--- src/rtl/bin_to_bcd_seq_if.sv ---
// Handshake bundle for the sequential binary-to-BCD converter.
// The master requests conversions; the slave reports busy/done and the result.
interface bin_to_bcd_seq_if #(
  parameter int BIN_WIDTH = 8,
  parameter int DIGITS    = 3
);
  logic                  start;
  logic [BIN_WIDTH-1:0]  bin_in;
  logic                  busy;
  logic                  done;
  logic [4*DIGITS-1:0]   bcd_out;

  modport master (
    output start,
    output bin_in,
    input  busy,
    input  done,
    input  bcd_out
  );

  modport slave (
    input  start,
    input  bin_in,
    output busy,
    output done,
    output bcd_out
  );
endinterface

--- src/rtl/bin_to_bcd_seq.sv ---
// Sequential double-dabble converter: one binary bit per cycle,
// then a one-cycle done pulse with the packed BCD result held until the next.
module bin_to_bcd_seq #(
  parameter int BIN_WIDTH = 8,
  parameter int DIGITS    = 3
) (
  input  logic            clk,
  input  logic            rst_n,
  bin_to_bcd_seq_if.slave bus
);

  localparam int CW = $clog2(BIN_WIDTH + 1);
  localparam int BW = 4 * DIGITS;

  typedef enum logic [1:0] {
    IDLE,
    SHIFT,
    DONE
  } state_e;

  state_e                state_q;
  logic [BIN_WIDTH-1:0]  sh_q;
  logic [BW-1:0]         scr_q;
  logic [BW-1:0]         bcd_q;
  logic [CW-1:0]         cnt_q;
  logic                  busy_q;
  logic                  done_q;

  logic [BW-1:0]         adj;
  logic [BW-1:0]         scr_d;
  logic                  unused_msb;

  always_comb begin
    adj = scr_q;
    for (int i = 0; i < DIGITS; i++) begin
      if (scr_q[4*i +: 4] >= 4'd5)
        adj[4*i +: 4] = scr_q[4*i +: 4] + 4'd3;
    end
  end

  // Top bit cannot be set for a legal DIGITS/BIN_WIDTH pairing.
  assign scr_d      = {adj[BW-2:0], sh_q[BIN_WIDTH-1]};
  assign unused_msb = adj[BW-1];

  always_ff @(posedge clk or negedge rst_n) begin
    if (!rst_n) begin
      state_q <= IDLE;
      sh_q    <= '0;
      scr_q   <= '0;
      bcd_q   <= '0;
      cnt_q   <= '0;
      busy_q  <= 1'b0;
      done_q  <= 1'b0;
    end else begin
      unique case (state_q)
        IDLE: begin
          if (bus.start) begin
            sh_q    <= bus.bin_in;
            scr_q   <= '0;
            cnt_q   <= CW'(BIN_WIDTH);
            busy_q  <= 1'b1;
            state_q <= SHIFT;
          end
        end
        SHIFT: begin
          scr_q <= scr_d;
          sh_q  <= {sh_q[BIN_WIDTH-2:0], 1'b0};
          cnt_q <= cnt_q - CW'(1);
          if (cnt_q == CW'(1)) begin
            bcd_q   <= scr_d;
            done_q  <= 1'b1;
            state_q <= DONE;
          end
        end
        DONE: begin
          done_q  <= 1'b0;
          busy_q  <= 1'b0;
          state_q <= IDLE;
        end
        default: begin
          done_q  <= 1'b0;
          busy_q  <= 1'b0;
          state_q <= IDLE;
        end
      endcase
    end
  end

  assign bus.busy    = busy_q;
  assign bus.done    = done_q;
  assign bus.bcd_out = bcd_q;

endmodule

--- src/flat_wrapper.sv ---
// flat-port wrapper written by rule: the top's interface ports become plain ports
module bin_to_bcd_seq_flat 
#(
  parameter int BIN_WIDTH = 8,
  parameter int DIGITS    = 3
)
  (clk, rst_n, bus_start, bus_bin_in, bus_busy, bus_done, bus_bcd_out);
  bin_to_bcd_seq_if #(.BIN_WIDTH(BIN_WIDTH), .DIGITS(DIGITS)) bus_i ();
  input  logic clk;
  input  logic rst_n;
  input wire logic [$bits(bus_i.start)-1:0] bus_start;
  input wire logic [$bits(bus_i.bin_in)-1:0] bus_bin_in;
  output wire logic [$bits(bus_i.busy)-1:0] bus_busy;
  output wire logic [$bits(bus_i.done)-1:0] bus_done;
  output wire logic [$bits(bus_i.bcd_out)-1:0] bus_bcd_out;
  assign bus_i.start = bus_start;
  assign bus_i.bin_in = bus_bin_in;
  assign bus_busy = bus_i.busy;
  assign bus_done = bus_i.done;
  assign bus_bcd_out = bus_i.bcd_out;
  bin_to_bcd_seq #(.BIN_WIDTH(BIN_WIDTH), .DIGITS(DIGITS)) u_core (.clk(clk), .rst_n(rst_n), .bus(bus_i));
endmodule
--- config.mk ---
export PLATFORM = sky130hd
export DESIGN_NAME = bin_to_bcd_seq_flat
export DESIGN_NICKNAME = d
export VERILOG_FILES = /design/src/rtl/bin_to_bcd_seq_if.sv /design/src/rtl/bin_to_bcd_seq.sv /design/src/flat_wrapper.sv
export SDC_FILE = /design/constraint.sdc
export NUM_CORES = 1
export LEC_CHECK = 0
export BUFFER_PORTS_ARGS = -buffer_cell sky130_fd_sc_hd__clkbuf_2
export CORE_AREA = 2 2 73 54
export DETAILED_ROUTE_END_ITERATION = 6
export DIE_AREA = 0 0 75 56
export PLACE_DENSITY = 0.82
export SLEW_MARGIN = 15
export SYNTH_ARGS = -nofsm -noshare
export SYNTH_HDL_FRONTEND = slang
export SYNTH_SLANG_ARGS = --single-unit
--- constraint.sdc ---
create_clock -name clk -period 1.8 [get_ports clk]
set_input_delay 0.27 -clock clk [delete_from_list [all_inputs] [get_ports clk]]
set_output_delay 0.27 -clock clk [all_outputs]
set_load 0.03 [all_outputs]
# Word-level counts from Yosys, hierarchy flattened
# Cells that the tools add are included.
# word_totals
reg_bits,40
latch_bits,0
mem_bits_rw,0
rom_bits,0
in_bits,11
output_inout_bits,14
wordCells,43
n_memories,0
# op_classes
add_sub_neg,4
multipliers,0
div_mod_pow,0
n_lt_le_gt_ge,3
n_eq_ne,4
shift,0
mux,16
bitwise_logic,2
reduce_logical,7
# op_table
operator,n
case mux 12 bit (2 select lines),1
case mux 8 bit (2 select lines),1
">= comparator 4 x 3 -> 1 bit, second input constant",3
two-way mux 12 bit,1
two-way mux 4 bit,3
AND reduction 2 bit,5
"adder 4 x 2 -> 4 bit, second input constant",2
two-way mux 8 bit,1
case mux 4 bit (2 select lines),1
"== test 4 x 1 -> 1 bit, second input constant",1
two-way mux 2 bit,2
case mux 1 bit (2 select lines),2
case mux 2 bit (2 select lines),1
"subtractor 4 x 1 -> 4 bit, second input constant",1
"adder 3 x 2 -> 3 bit, second input constant",1
two-way mux 3 bit,1
"== test 2 x 1 -> 1 bit, second input constant",1
logical NOT 2 bit,1
two-way mux 1 bit,2
"inequality test 2 x 1 -> 1 bit, second input constant",1
"inequality test 2 bit, second input constant",1
NOT 1 bit,2
nonzero test 2 bit,1

# Longest topological paths before layout
# Gate-level depths: netlist (run 1).
# depth
ltp_word,3
ltp_mapped,8
ltp_nobuf,6

# Worst setup path after synthesis (run 1)
# OpenSTA, ideal clock, no wires.
# synth_path
kind,reg-to-reg
start,reg u_core.cnt_q[1]
end,reg u_core.bcd_q[0] (netlist: u_core.bus.bcd_out[0])
setup_ns,0.125
arrival_ns,1.369
t_required_ns,1.675
path_slack_ns,0.306
stages_incl_launch_ff,7
path_buffers,1
period_less_slack_ns,1.494
path_cell_list,dfrtp_1 -> inv_1 -> ha_1 -> and4bb_4 -> and2_4 -> buf_12 -> mux2_2
# synth_via
elab_chain_cells,2
# synth_lines
element,line_no,text
"start, declared",bin_to_bcd_seq.sv:25,logic [CW-1:0] cnt_q;
"start signal, assigned",bin_to_bcd_seq.sv:60,cnt_q <= CW'(BIN_WIDTH);
"start signal, assigned",bin_to_bcd_seq.sv:68,cnt_q <= cnt_q - CW'(1);
== test 4 x 1 -> 1 bit,bin_to_bcd_seq.sv:69,if (cnt_q == CW'(1)) begin
AND reduction 2 bit (no line),--,
"end signal, assigned",bin_to_bcd_seq.sv:70,bcd_q <= scr_d;
"end, declared",bin_to_bcd_seq.sv:24,logic [BW-1:0] bcd_q;
# Every way passes these cells.
# A chain may end at the register's enable or synchronous reset.

# Worst setup path after layout (run 1)
# layout_path
start,reg u_core.cnt_q[1]
end,reg u_core.bcd_q[5] (netlist: u_core.bus.bcd_out[5])
# The elaborated chain is that of the path after synthesis.

==> results of run 1 <==
-- worst max-delay path by stage --
stage	cells after the start	to	slack, ps	startpoint
floorplan	6	u_core.bus.bcd_out[0]	310	u_core.cnt_q[1]
global placement	5	u_core.bus.bcd_out[1]	220	u_core.cnt_q[1]
detailed placement	6	u_core.bus.bcd_out[5]	190	u_core.scr_q[5]
CTS	6	u_core.bus.bcd_out[5]	170	u_core.scr_q[4]
global route	6	u_core.bus.bcd_out[5]	40	u_core.scr_q[4]
finish	5	u_core.bus.bcd_out[5]	190	u_core.cnt_q[1]
-- cell type report --
class | count | area (µm²)
fill | 299 | 1290
sequential | 40 | 1001
multi-input combinational | 113 | 778.2
timing repair buffer | 31 | 172.7
clock buffer | 6 | 72.57
tap | 50 | 62.56
clock inverter | 2 | 35.03
inverter | 9 | 33.78
-- layer usage --
metal,vias up,part of all wire (%)
li1,658,-
met1,641,47
met2,28,47
met3,2,5.5
met4,0,0.33
met5,-,0
-- cell families after synthesis --
logic type / Yosys count / synth area share, %
AOI/OAI and AO/OA: 49 / 16.15
DFF: 40 / 53.16
buffers and inverters: 18 / 5.514
adders and majority gates: 8 / 5.316
xor gates and xnor gates: 3 / 1.396
muxes: 11 / 6.379
and+or+nand+nor: 42 / 12.09
-- critical path: stages (launching register included) --
cell,delay (ps)
dfrtp_1,390
inv_1,80
ha_1,140
and4bb_4,250
and2_4,280
mux2_2,360
-- power by group through the flow --
stage                     sequential, mW  combinational (mW)  clock [mW]
after floorplan                     1.88                1.27           0
after global placement              1.62                1.96           0
after detailed placement            1.63                2.02           0
after CTS                           1.61                2.03       0.717
after global routing                1.67                2.25       0.759
final                               1.61                2.00       0.710
-- metrics by stage --
| step | utilization (%) | hold WS [ps] | cells |
|---|---|---|---|
| after floorplan | - | -25.59 | 171 |
| after global placement | 59.44 | 353.0 | 243 |
| after detailed placement | 59.44 | 352.8 | 243 |
| after CTS | 62.56 | 39.75 | 251 |
| after global routing | 62.56 | 60.95 | 251 |
| final | 62.56 | 15.64 | 251 |
-- flip-flops by register name (all words and copies together) (netlist names) --
signal	flops
u_core.cnt_q	4
u_core.scr_q	12
u_core.state_q	2
u_core.bus.bcd_out	12
u_core.bus.busy	1
u_core.bus.done	1
u_core.sh_q	8
-- layout by cell type, fill, tap and decap left out, drive strengths merged, types with 4 or more instances in the layout --
cell type,synthesis,layout
a21oi,8,8
mux2,8,8
a22oi,7,7
o21ai,21,21
ha,8,8
clkbuf,3,30
a22o,8,8
nor2,9,9
buf,6,7
inv,9,9
nand2,14,14
dfrtp,40,40
nor3,4,4
nand2b,4,4
==> impl_metrics.ini, run 1 <==
[outcome]
status = finished, final reports clean

[yosys]
synth_nets = 190
yosysWarningCount = 0
synth.most_common_cell = dfrtp_1
async_flop_share_pct = 100.0
synth_top_area_share_pct = 53.16
synth_flop_cell = dfrtp_1
postSynthCellCount = 171
syn_area_per_cell_um2 = 11.01
ys_seq_elements = 40
synth_top_area_cell = dfrtp_1
synth.area.top_cells = dfrtp_1, ha_1, o21ai_0, mux2_2, a22o_1
synth_common_cells = dfrtp_1, o21ai_0, nand2_1, inv_1
syn-cell-area_mm2 = 0.001883
synth_edf_count = 0
seq_area_frac_synth_pct = 53.16
ys_types = 30

[route]
vias_per_cell = 5.295
drt-initial-drc-count = 58
drt_wl_total_um = 3338
drc = 0
vias = 1329
routedWlPerCell_um = 13.30
antenna_left = 0
dr.pass1.iters = 4

[cts]
htree_num_levels = 2
clk_latency_ps = 290
cts_sinks = 40
cts_resized = 0
cts_setup_buffers = 0
cts_hold_buf = 0
numCtsBuffers = 5
clockRootBuffer = clkbuf_8
cts_tree = built
cts_max_path_buffers = 2
clkTransAtPathRegs_ps = 70

[placement]
pre_cts_slack_ps = 185.9
placed_area_mm2 = 0.002048
place_congestion = 0.7407
dp_hpwl_um = 2388
port_buffers = 24

[timing]
maxSlewHeadroom_pct = 67.25
rsz0062_at_grt = false
fin_crit_ps = 1615
finalCritPeriodShare_pct = 89.71
worst_clock_skew_ps = 11.21
setup_tns_ps = 0
timing.fmax_mhz = 619.3
fin_ws_ps = 185.3
setup_viol = 0
hold_viol = 0
maxSlewViolCount = 0
tightest_slew_ps = 491.3

[worst_setup_path]
arrival_ps = 1780
timing.rr.start = u_core.cnt_q[1]
cp.required_ps = 1970
reg2reg_to = u_core.bus.bcd_out[5]
reg2regPathDepth = 5
rrSetupSlack_ps = 190
start_kind = flip-flop
critPathKind = flip-flop to flip-flop
path_max_fanout = 18
cp-end-kind = flip-flop

[floorplanning]
num_rows = 18
die-width_um = 75
io-pin-count = 25
dieHeight_um = 56
initial_core_util_pct = 54.65
core_region_area_mm2 = 0.003446
die_area_mm2 = 0.004200

[grt]
grt_busiest_layer = met2
grt_use_met2_pct = 25.56
grt_pass1_vias = 1236
grt_start_max_net_pins = 41
gr-usage-met3_pct = 5.616
antenna_found_initial = 0
grtUsageTotal_pct = 17.75
met1_usage_pct = 25.00
overflow = 0
grt_pass1_wl_um = 5609

[run]
maxCapViolations = 0

[power_and_ir_drop]
power_frac_seq_pct = 37.3
powerDensity_mw_per_mm2 = 2007
finalPower_mw = 4.328
ir_worst_vdd_uv = 920.6
leakage_nw = 1.007
switchingPower_mw = 1.744
p_comb_share_pct = 46.3
clkPwrFrac_pct = 16.4
switching_share_pct = 40.29
p_int_mw = 2.584

[finish]
area_growth_pct = 14.49
design_area_mm2 = 0.002156
n_antenna_cell = 0
drive_gt1_share_pct = 26.37
final_nets = 219

[min_path]
hold_path_class = input pin to async pin
Note: power is estimated with default switching activity, not from simulation.
==> inputs of run 2 (changes only) <==
- CORE_AREA: 2 2 73 54 -> 2 2 70 52
- DIE_AREA: 0 0 75 56 -> 0 0 72 54
- PLACE_DENSITY: 0.82 -> 0.87
- RECOVER_POWER: unset -> 25
- clock period: 1.8 -> 1.9 ns (I/O delays scaled with it)
==> impl_metrics.ini, run 2 (synthesized netlist as in run 1, its figures left out) <==
[outcome]
status = finished with violations
violations = max-capacitance violations, max-slew violations

[power_and_ir_drop]
ir_worst_vdd_uv = 895.4
leakage_nw = 0.9980
switching_share_pct = 40.24
p_int_mw = 2.483
power_frac_seq_pct = 37.7
switchingPower_mw = 1.672
p_comb_share_pct = 44.1
clkPwrFrac_pct = 18.2
powerDensity_mw_per_mm2 = 1943

[route]
drt_wl_total_um = 3342
routedWlPerCell_um = 14.04
vias = 1321
antenna_left = 0
vias_per_cell = 5.550
dr.pass1.iters = 7
drc = 0
drt-initial-drc-count = 59

[worst_setup_path]
cp-end-kind = flip-flop
cp.required_ps = 2080
path_buf_inv = 1
start_kind = flip-flop
cp-startpoint = u_core.cnt_q[1]
arrival_ps = 1850
timing.rr.start = u_core.cnt_q[1]
path_max_fanout = 18
critPathKind = flip-flop to flip-flop
crit_chain = inv_1 -> ha_1 -> and4bb_4 -> and2_4 -> mux2_2
critPathSlowestCell = dfrtp_1
slowest_delay_ps = 400
critPathTopFamily = simple AND/OR/NAND/NOR gates

[timing]
timing.fmax_mhz = 601.2
worst_clock_skew_ps = 7.935
maxSlewViolCount = 34
tightest_slew_ps = 1707
finalCritPeriodShare_pct = 87.55
setup_viol = 0
hold_viol = 0
fin_ws_ps = 236.6
rsz0062_at_grt = false
maxSlewHeadroom_pct = -13.80
setup_tns_ps = 0
fin_crit_ps = 1663

[finish]
seqCellArea_mm2 = 0.001001
area_growth_pct = 13.55
n_fill_cell = 264
final_common_cell = dfrtp_1
final_nets = 216
drive_gt1_share_pct = 25.25
layout_common_cells = dfrtp_1, clkbuf_2, o21ai_0
n_antenna_cell = 0
multi_input_area_um2 = 778.2

[cts]
htree_num_levels = 2
clk_latency_ps = 300
cts_tree = built
cts_hold_buf = 0
cts_sinks = 40
cts_resized = 0
cts_max_path_buffers = 2
clockRootBuffer = clkbuf_8
clkTransAtPathRegs_ps = 80
cts_setup_buffers = 0
numCtsBuffers = 5

[run]
maxCapViolations = 1

[placement]
dp_hpwl_um = 2294
place_congestion = 0.7424
pre_cts_slack_ps = 254.9
port_buffers = 24

[floorplanning]
num_rows = 18
initial_core_util_pct = 56.88
die_area_mm2 = 0.003888
core_region_area_mm2 = 0.003311
dieHeight_um = 54
die-width_um = 72
io-pin-count = 25

[grt]
overflow = 0
grt_start_max_net_pins = 34
antenna_found_initial = 0
grt_pass1_vias = 1237
grt_pass1_wl_um = 5740
grtUsageTotal_pct = 20.37

[min_path]
hold_path_class = input pin to flip-flop
worstHoldStart = bus_bin_in[0]
run 2: cell types whose count changed in the layout (fill, tap and decap cells not counted):
cell	change
buf_4	-3
clkbuf_8	+2
clkbuf_2	-1
clkinv_2	-1
run 2: per-stage QoR:
| stage | std cells | power, mW | area (µm²) | hold WS [ps] | util [%] |
|---|---|---|---|---|---|
| after detailed placement | 230 | 3.418 | 2013 | 413.8 | 60.81 |
| after CTS | 238 | 4.190 | 2140 | 86.02 | 64.63 |
| after global placement | 230 | 3.330 | 2013 | 403.5 | 60.81 |
| after global routing | 238 | 4.491 | 2138 | 229.8 | 64.59 |
| after floorplan | 171 | 2.978 | 1883 | -10.59 | - |
| final | 238 | 4.155 | 2138 | 229.0 | 64.59 |
run 2: path summary, 6_finish.rpt:
path	to	slack, ps	cells past startpoint
worst max-delay path	u_core.bus.bcd_out[0]	240	5
max in group asynchronous	u_core.scr_q[2]	490	1
min in group asynchronous	u_core.bus.bcd_out[11]	420	1
worst min register to register	u_core.sh_q[2]	480	2
worst max register to register	u_core.bus.bcd_out[0]	240	5
worst min-delay path	u_core.sh_q[0]	230	2
run 2: area by class of cell:
type	instances	share of cell area (%)
multi-input combinational	113	36.40
clock inverter	1	1.404
clock buffer	7	4.506
timing repair buffer	28	6.963
tap	40	2.341
inverter	9	1.580
sequential	40	46.81
run 2: metal layers:
metal,wire (µm),part of all wire (%),vias to the layer above,global-route usage [%]
li1,-,-,650,-
met1,1610,48,642,25.93
met2,1514,45,27,32.10
met3,203,6.1,2,7.865
met4,14,0.42,0,7.547
met5,0,0,-,0
run 2: power by group through the flow:
stage / combinational (mW) / sequential (mW) / clock, mW
6_report: 1.83 / 1.57 / 0.755
5_1_grt: 2.07 / 1.62 / 0.810
4_1_cts: 1.86 / 1.56 / 0.770
3_5_place_dp: 1.85 / 1.57 / 0
3_3_place_gp: 1.77 / 1.56 / 0
2_1_floorplan: 1.20 / 1.78 / 0
run 2: worst reg2reg max path: stages, from the launching register on:
cell	delay, ps
dfrtp_1	400
inv_1	110
ha_1	160
and4bb_4	240
and2_4	280
mux2_2	360
